`src/rtl/fp16_pkg.sv`:
```
// -----------------------------------------------------------------------------
// fp16_pkg
// Shared definitions for the FP16 datapath (adder and multiplier back ends).
//   - field widths and exponent constants of IEEE-754 binary16
//   - fp16_t        : packed {sign, exp, frac}
//   - norm_t        : normalised-but-unrounded intermediate carried between
//                     the normalise stage and the round/pack stage
//   - Inf / QNaN encodings and a small packing helper
// -----------------------------------------------------------------------------
package fp16_pkg;

  localparam int EXP_W   = 5;
  localparam int FRAC_W  = 10;
  localparam int BIAS    = 15;
  localparam int EXP_MAX = 31;
  localparam int GRS_W   = 3;

  // Internal exponent is two's complement so that underflow (<=0) and
  // overflow (>=31, up to 33 after a carry and a rounding bump) are visible.
  localparam int EXPI_W  = 7;
  localparam logic signed [EXPI_W-1:0] EXPI_SAT = EXPI_W'(EXP_MAX);

  typedef struct packed {
    logic              sign;
    logic [EXP_W-1:0]  exp;
    logic [FRAC_W-1:0] frac;
  } fp16_t;

  localparam fp16_t FP16_POS_INF = '{sign: 1'b0, exp: 5'h1F, frac: 10'h000};
  localparam fp16_t FP16_NEG_INF = '{sign: 1'b1, exp: 5'h1F, frac: 10'h000};
  localparam fp16_t FP16_QNAN    = '{sign: 1'b0, exp: 5'h1F, frac: 10'h200};

  typedef struct packed {
    logic              sign;
    logic [EXPI_W-1:0] exp;   // interpreted as signed
    logic [FRAC_W-1:0] frac;
    logic              g;     // guard bit
    logic              s;     // sticky bit
    logic              zero;  // exact-zero difference
    logic              unf;   // exponent underflowed before rounding
  } norm_t;

  function automatic fp16_t fp16_pack(input logic              sign,
                                      input logic [EXP_W-1:0]  exp,
                                      input logic [FRAC_W-1:0] frac);
    fp16_t v;
    v.sign = sign;
    v.exp  = exp;
    v.frac = frac;
    return v;
  endfunction

endpackage

```
`src/rtl/fp16_round_pack.sv`:
```
// -----------------------------------------------------------------------------
// fp16_round_pack
// Combinational round-to-nearest-even, overflow saturation and packing of a
// normalised FP16 intermediate. Shared by the adder and multiplier paths.
// Ports:
//   i_sign, i_exp (signed), i_frac, i_g, i_s : normalised value + guard/sticky
//   i_zero, i_unf                            : special cases decided upstream
//   o_result                                 : packed FP16
//   o_ovf / o_unf / o_zero                   : mutually exclusive status flags
// Parameter ROUND_EN: 1 = round to nearest even, 0 = truncate.
// -----------------------------------------------------------------------------
module fp16_round_pack
  import fp16_pkg::*;
#(
  parameter bit ROUND_EN = 1'b1
) (
  input  logic              i_sign,
  input  logic [EXPI_W-1:0] i_exp,
  input  logic [FRAC_W-1:0] i_frac,
  input  logic              i_g,
  input  logic              i_s,
  input  logic              i_zero,
  input  logic              i_unf,
  output fp16_t             o_result,
  output logic              o_ovf,
  output logic              o_unf,
  output logic              o_zero
);

  logic                     w_rup;
  logic [FRAC_W:0]          w_frac_sum;
  logic signed [EXPI_W-1:0] w_exp_rnd;

  // Round up above the halfway point, or exactly at it when the LSB is odd.
  assign w_rup      = ROUND_EN & i_g & (i_s | i_frac[0]);
  assign w_frac_sum = {1'b0, i_frac} + {{FRAC_W{1'b0}}, w_rup};
  // A carry out of the fraction leaves frac=0 and bumps the exponent.
  assign w_exp_rnd  = $signed(i_exp) + $signed({{(EXPI_W-1){1'b0}}, w_frac_sum[FRAC_W]});

  always_comb begin
    o_result = '0;
    o_ovf    = 1'b0;
    o_unf    = 1'b0;
    o_zero   = 1'b0;
    if (i_zero) begin
      o_zero = 1'b1;                       // +0, sign already dropped
    end else if (i_unf) begin
      o_unf         = 1'b1;
      o_result.sign = i_sign;              // signed zero, no subnormals
    end else if (w_exp_rnd >= EXPI_SAT) begin
      o_ovf    = 1'b1;
      o_result = i_sign ? FP16_NEG_INF : FP16_POS_INF;
    end else begin
      o_result = fp16_pack(i_sign, w_exp_rnd[EXP_W-1:0], w_frac_sum[FRAC_W-1:0]);
    end
  end

endmodule

```
`src/rtl/fp16_norm_round.sv`:
```
// -----------------------------------------------------------------------------
// fp16_norm_round
// Final stage of the FP16 adder: normalise (stage 1), round/pack (stage 2).
// Two-stage valid/ready pipeline, latency 2, throughput 1 per cycle.
// Ports:
//   clk, rst_n                : clock, asynchronous active-low reset
//   in_valid / in_ready       : upstream handshake
//   sign, exp_l, op_sub       : result sign, larger exponent, effective subtract
//   sum_m, sub_m, lza_count   : aligned mantissa sum / difference, leading zeros
//   out_valid / out_ready     : downstream handshake
//   result                    : packed FP16
//   ovf, unf, zero            : status flags, meaningful only with out_valid
// -----------------------------------------------------------------------------
module fp16_norm_round
  import fp16_pkg::*;
#(
  parameter bit ROUND_EN = 1'b1
) (
  input  logic        clk,
  input  logic        rst_n,
  input  logic        in_valid,
  output logic        in_ready,
  input  logic        sign,
  input  logic [4:0]  exp_l,
  input  logic        op_sub,
  input  logic [14:0] sum_m,
  input  logic [13:0] sub_m,
  input  logic [3:0]  lza_count,
  output logic        out_valid,
  input  logic        out_ready,
  output logic [15:0] result,
  output logic        ovf,
  output logic        unf,
  output logic        zero
);

  logic        w_s1_en;
  logic        w_s2_en;
  logic [12:0] w_sub_sh;
  norm_t       w_norm;
  fp16_t       w_rp_result;
  logic        w_rp_ovf;
  logic        w_rp_unf;
  logic        w_rp_zero;

  logic        r_s1_valid;
  norm_t       r_s1;
  logic        r_out_valid;
  fp16_t       r_result;
  logic        r_ovf;
  logic        r_unf;
  logic        r_zero;

  // A stage may load when it is empty or its contents leave this cycle.
  assign w_s2_en  = !r_out_valid || out_ready;
  assign w_s1_en  = !r_s1_valid || w_s2_en;
  assign in_ready = w_s1_en;

  // Only the low 13 bits of the normalised difference are ever used: bit 13
  // is the hidden one after the shift, so shift sub_m[12:0] directly.
  assign w_sub_sh = sub_m[12:0] << lza_count;

  always_comb begin
    w_norm      = '0;
    w_norm.sign = sign;
    if (!op_sub) begin
      if (sum_m[14]) begin
        w_norm.frac = sum_m[13:4];
        w_norm.g    = sum_m[3];
        w_norm.s    = |sum_m[2:0];
        w_norm.exp  = {2'b00, exp_l} + 7'd1;
      end else begin
        w_norm.frac = sum_m[12:3];
        w_norm.g    = sum_m[2];
        w_norm.s    = |sum_m[1:0];
        w_norm.exp  = {2'b00, exp_l};
      end
    end else if (sub_m == '0) begin
      w_norm.zero = 1'b1;
      w_norm.sign = 1'b0;
    end else begin
      w_norm.frac = w_sub_sh[12:3];
      w_norm.g    = w_sub_sh[2];
      w_norm.s    = |w_sub_sh[1:0];
      w_norm.exp  = {2'b00, exp_l} - {3'b000, lza_count};
    end
    w_norm.unf = !w_norm.zero && ($signed(w_norm.exp) <= 7'sd0);
  end

  // Stage 1: normalise register
  always_ff @(posedge clk or negedge rst_n) begin
    if (!rst_n) begin
      r_s1_valid <= 1'b0;
      r_s1       <= '0;
    end else if (w_s1_en) begin
      r_s1_valid <= in_valid;
      if (in_valid) begin
        r_s1 <= w_norm;
      end
    end
  end

  fp16_round_pack #(
    .ROUND_EN (ROUND_EN)
  ) u_round_pack (
    .i_sign   (r_s1.sign),
    .i_exp    (r_s1.exp),
    .i_frac   (r_s1.frac),
    .i_g      (r_s1.g),
    .i_s      (r_s1.s),
    .i_zero   (r_s1.zero),
    .i_unf    (r_s1.unf),
    .o_result (w_rp_result),
    .o_ovf    (w_rp_ovf),
    .o_unf    (w_rp_unf),
    .o_zero   (w_rp_zero)
  );

  // Stage 2: round/pack register, holds while stalled
  always_ff @(posedge clk or negedge rst_n) begin
    if (!rst_n) begin
      r_out_valid <= 1'b0;
      r_result    <= '0;
      r_ovf       <= 1'b0;
      r_unf       <= 1'b0;
      r_zero      <= 1'b0;
    end else if (w_s2_en) begin
      r_out_valid <= r_s1_valid;
      if (r_s1_valid) begin
        r_result <= w_rp_result;
        r_ovf    <= w_rp_ovf;
        r_unf    <= w_rp_unf;
        r_zero   <= w_rp_zero;
      end
    end
  end

  assign out_valid = r_out_valid;
  assign result    = r_result;
  assign ovf       = r_ovf;
  assign unf       = r_unf;
  assign zero      = r_zero;

endmodule
```
`config.mk`:
```
export PLATFORM = sky130hd
export DESIGN_NAME = fp16_norm_round
export DESIGN_NICKNAME = d
export VERILOG_FILES = /design/src/rtl/fp16_pkg.sv /design/src/rtl/fp16_round_pack.sv /design/src/rtl/fp16_norm_round.sv
export SDC_FILE = /design/constraint.sdc
export NUM_CORES = 1
export LEC_CHECK = 0
export CAP_MARGIN = 20
export CORE_AREA = 2 2 78 80
export DETAILED_ROUTE_END_ITERATION = 8
export DIE_AREA = 0 0 80 82
export GPL_TIMING_DRIVEN = 0
export PLACE_DENSITY = 0.83
export SLEW_MARGIN = 20
export SYNTH_ARGS = -nofsm -noshare
export SYNTH_HDL_FRONTEND = slang
export SYNTH_SLANG_ARGS = --single-unit
```
`constraint.sdc`:
```
create_clock -name clk -period 8.1 [get_ports clk]
set_input_delay 1.62 -clock clk [delete_from_list [all_inputs] [get_ports clk]]
set_output_delay 1.62 -clock clk [all_outputs]
set_load 0.005 [all_outputs]
```
Yosys cells after proc, flatten, opt, wreduce, memory -nomap -nowiden

Index checks and enable logic that the tools add are counted.

Add/sub/neg operators: 4
Magnitude comparators: 2
Shift operators: 1
Multiplexer cells: 18
Bitwise operators: 2
Reductions and logical operators: 12

Operator list:

| kind                                                           | number |
|---|---|
| two-way mux 16 bit                                             | 3 |
| two-way mux 19 bit                                             | 2 |
| two-way mux 18 bit                                             | 1 |
| two-way mux 15 bit                                             | 1 |
| zero test 14 bit                                               | 1 |
| left shift 13 x 4 -> 13 bit                                    | 1 |
| adder 10 x 1 -> 11 bit                                         | 1 |
| two-way mux 1 bit                                              | 11 |
| adder 7 x 2 -> 7 bit                                           | 1 |
| >= comparator 7 x 6 -> 1 bit, second input constant            | 1 |
| less-or-equal comparator 7 x 1 -> 1 bit, second input constant | 1 |
| adder 5 x 1 -> 6 bit, second input constant                    | 1 |
| subtractor 5 x 4 -> 6 bit                                      | 1 |
| AND reduction 2 bit                                            | 2 |
| OR reduction 2 bit                                             | 2 |
| zero test 1 bit                                                | 3 |
| OR reduction 3 bit                                             | 1 |
| logical OR 1 bit                                               | 2 |
| AND 1 bit                                                      | 1 |
| logical AND 1 bit                                              | 1 |
| OR 1 bit                                                       | 1 |

Bits in registers: 43
Bits of input ports: 44
Output and inout bits: 21
Logic and storage cells: 54

Longest topological paths before layout

Word-level depth: 8
Depth in mapped cells: 14
Depth with buffers taken out: 14

Hierarchy

Synthesis repeated with hierarchy kept, for this count alone.

Cell total of the unflattened synthesis: 331
Area, all modules: 3,270.6 sq um

Modules (own cells, without submodules):

| module          | times used | cells an instance | area an instance (sq um) | sequential area each (sq um) |
|---|---|---|---|---|
| fp16_norm_round | 1          | 255               | 2,716.4                  | 1,076.0 |
| fp16_round_pack | 1          | 76                | 554.3                    | 0.0 |

Worst setup path before layout

OpenSTA, ideal clock, no wires.

Kind: input-to-output
Start: input out_ready
End: output in_ready
Arrival: 1,809 ps
Required time: 6,480 ps
Setup slack: 4,671 ps
Stages: 1
Path buffers: 0
Cell sequence: nand3b_1

Word-level cells in the longest chain between the ends: 2

RTL lines:

| what               | RTL line              | RTL |
|---|---|---|
| start: declaration | fp16_norm_round.sv:30 | `input logic out_ready,` |
| logical OR 1 bit   | fp16_norm_round.sv:55 | `assign w_s2_en = !r_out_valid \|\| out_ready;` |
| logical OR 1 bit   | fp16_norm_round.sv:56 | `assign w_s1_en = !r_s1_valid \|\| w_s2_en;` |
| end: declaration   | fp16_norm_round.sv:22 | `output logic in_ready,` |

No other way between the ends.

Final worst setup path

Same ends and word-level chain as after synthesis.

==> impl_metrics.json <==
{
  "synth_edf_count": 0,
  "dp.cells": 466,
  "globalplace.congestion": 0.891,
  "area_delta_synth_final_pct": 27.0,
  "n_antenna_cell": 0,
  "r2r-end": "result[7]",
  "first_global_vias": 2652,
  "required_ps": 6480,
  "instances_no_fill": 474,
  "final_common_cell": "clkdlybuf4s50_1",
  "slowest_delay_ps": 530,
  "postRouteAntennaNets": 0,
  "cts_resized": 0,
  "finalNetCount": 452,
  "synthCells": 328,
  "cts_tree": "yes",
  "synth_ff_type": "dfrtp_1",
  "maxCapViolCount": 0,
  "finalCritPeriodShare_pct": 54.3,
  "rr_startpoint": "r_s1[4]",
  "drive_above_1_share_pct": 10.5,
  "period_needed_ps": 4400,
  "critical_path_class": "in2out",
  "design.die.area_mm2": 0.00656,
  "avgViaCountPerCell": 5.69,
  "status": "finished clean",
  "cts_buffers": 5,
  "dr.pass1.iters": 4,
  "clkTransAtPathRegs_ps": 80,
  "min_to": "zero",
  "timing.critical_path.mode_cell": "clkdlybuf4s50_1",
  "clkPwrFrac_pct": 20.5,
  "hpwl_mm": 5.73,
  "holdCritStartpoint": "zero",
  "rows": 28,
  "grt_usage_pct": 22.7,
  "worstRegToRegCells": 13,
  "peakVddDrop_v": 0.000101,
  "wl_per_cell_um": 14.8,
  "grt_pass1_wl_mm": 11.9,
  "antenna_found_initial": 0,
  "start_kind": "input port",
  "synth_nets": 382,
  "clock_sinks": 43,
  "chipHeight_um": 82,
  "async_flop_share_pct": 100,
  "htreeDepth": 2,
  "max_freq_ghz": 0.227,
  "hold_viol": 0,
  "p_leak_uw": 0.00157,
  "power.internal_uw": 442,
  "vias": 2697,
  "clockBufferDepth": 2,
  "grt_max_degree": 32,
  "hold_path_depth": 2,
  "power-per-cell-area_mw_per_mm2": 168,
  "ctsHoldBuffers": 0,
  "rsz0062_at_grt": "false",
  "root_buffer": "clkbuf_8",
  "cpMaxStageDelayCell": "clkdlybuf4s50_1",
  "synth_area_mm2": 0.00303,
  "seq_area_frac_synth_pct": 35.5,
  "final_cell_mix": "61 x clkdlybuf4s50_1, 44 x nand2_1, 43 x dfrtp_1",
  "power.total_uw": 646,
  "yosys_register_bits": 43,
  "crit_arrival_ps": 2780,
  "clk-insertion-delay-late_ps": 290,
  "initial_core_util_pct": 52.7,
  "hold_path_class": "reg2reg",
  "ios": 65,
  "p_sw_share_pct": 31.6,
  "wirelength_mm": 7.00,
  "seqPwrFrac_pct": 44.5,
  "cp-startpoint": "out_ready",
  "ys_warn_count": 0,
  "cts_setup_buffers": 0,
  "skew_ps": 3.32,
  "cp_max_fo": 4,
  "slew_viol_final": 0,
  "switchingPower_uw": 204,
  "drc_errors": 0,
  "drtIter0Drc": 108,
  "end_kind": "output pin",
  "fin_util_pct": 67.0,
  "port_buffers": 62,
  "worst_pin_slew_ps": 439,
  "avgSynthCellArea_um2": 9.24,
  "tns_ps": 0,
  "crit_chain": "clkdlybuf4s50_1 > nand3b_1 > clkdlybuf4s50_1",
  "pwr-share-comb_pct": 35.0,
  "fp.dieW_um": 80,
  "core_mm2": 0.00575,
  "slew_headroom_pct": 70.5,
  "regToRegSetupSlack_ps": 4800,
  "grt-ovfl-total": 0,
  "finalSetupViolations": 0,
  "synth.distinct_cells": 56
}
==> critical path, delay by kind of cell <==
family	cells	cell delay, ps
buffers and inverters	2	990
AND/OR/NAND/NOR	1	170
==> layout make-up <==
cell class | count | area [um2]
Fill cell | 481 | 1900
Clock inverter | 3 | 20.0
Clock buffer | 5 | 68.8
Timing Repair Buffer | 63 | 636
Buffer | 17 | 88.8
Tap cell | 75 | 93.8
Multi-Input combinational cell | 258 | 1830
Sequential cell | 43 | 1080
Inverter | 10 | 37.5
==> cell families after synthesis <==
group	Yosys count	share of synthesized area (%)
and+or+nand+nor	114	18.2
AOI/OAI and AO/OA	87	19.3
DFF	43	35.5
muxes	29	13.2
buffers and inverters	27	4.17
xor gates and xnor gates	18	5.20
adders and majority gates	10	4.38
==> Yosys cell counts, drive strengths merged (3+ instances only) <==
cell | count | area (um2)
a31oi | 5 | 31.3
mux4 | 8 | 180
clkinv | 3 | 11.3
ha | 9 | 113
o21ai | 36 | 191
mux2i | 14 | 140
nand3b | 6 | 45.0
nand2 | 44 | 165
o221ai | 3 | 26.3
and3 | 4 | 25.0
clkbuf | 9 | 33.8
xnor2 | 10 | 87.6
nand3 | 11 | 60.1
dfrtp | 43 | 1080
mux2 | 7 | 78.8
buf | 8 | 55.1
o22a | 4 | 35.0
xor2 | 8 | 70.1
a21oi | 14 | 70.1
inv | 7 | 26.3
nand2b | 4 | 25.0
nor4 | 5 | 31.3
nor3 | 5 | 25.0
or3 | 4 | 26.3
a221o | 3 | 30.0
nor2 | 22 | 85.1
o21a | 5 | 37.5
==> stage by stage <==
| step | setup slack [ps] | hold slack, ps | instance area [um2] |
|---|---|---|---|
| floorplan | 4670 | 450 | 3030 |
| finish | 3700 | 477 | 3850 |
| global route | 3660 | 504 | 3850 |
| CTS | 3690 | 477 | 3850 |
| detailed placement | 3690 | 459 | 3760 |
| global placement | 3710 | 454 | 3740 |
==> worst max-delay path by stage <==
stage	to	slack, ps	cells after the start
after floorplan	in_ready	4670	1
after global placement	in_ready	3710	3
after detailed placement	in_ready	3690	3
after CTS	in_ready	3690	3
after global routing	in_ready	3660	3
final	in_ready	3700	3
==> per-layer routing <==
metal	vias to the layer above	share of wire, %	global-route usage, %
met3	14	4.8	2.42
met4	0	1.7	8.14
met5	-	0	0
met1	1251	44	28.3
met2	85	50	40.7
li1	1347	-	-
==> sequential cells by signal, indices dropped and copies added, names as in the netlist <==
signal,cells
result,16
r_s1_valid,1
r_s1,22
unf,1
zero,1
ovf,1
out_valid,1
==> power groups by stage <==
stage                     Sequential, uW  Combinational [uW]  Clock [uW]
after floorplan                      288                 119           0
after global placement               289                 219           0
after detailed placement             293                 226           0
after CTS                            288                 227         134
after global routing                 293                 251         143
final                                288                 226         132
No activity file was read; power rests on OpenSTA's default activity.
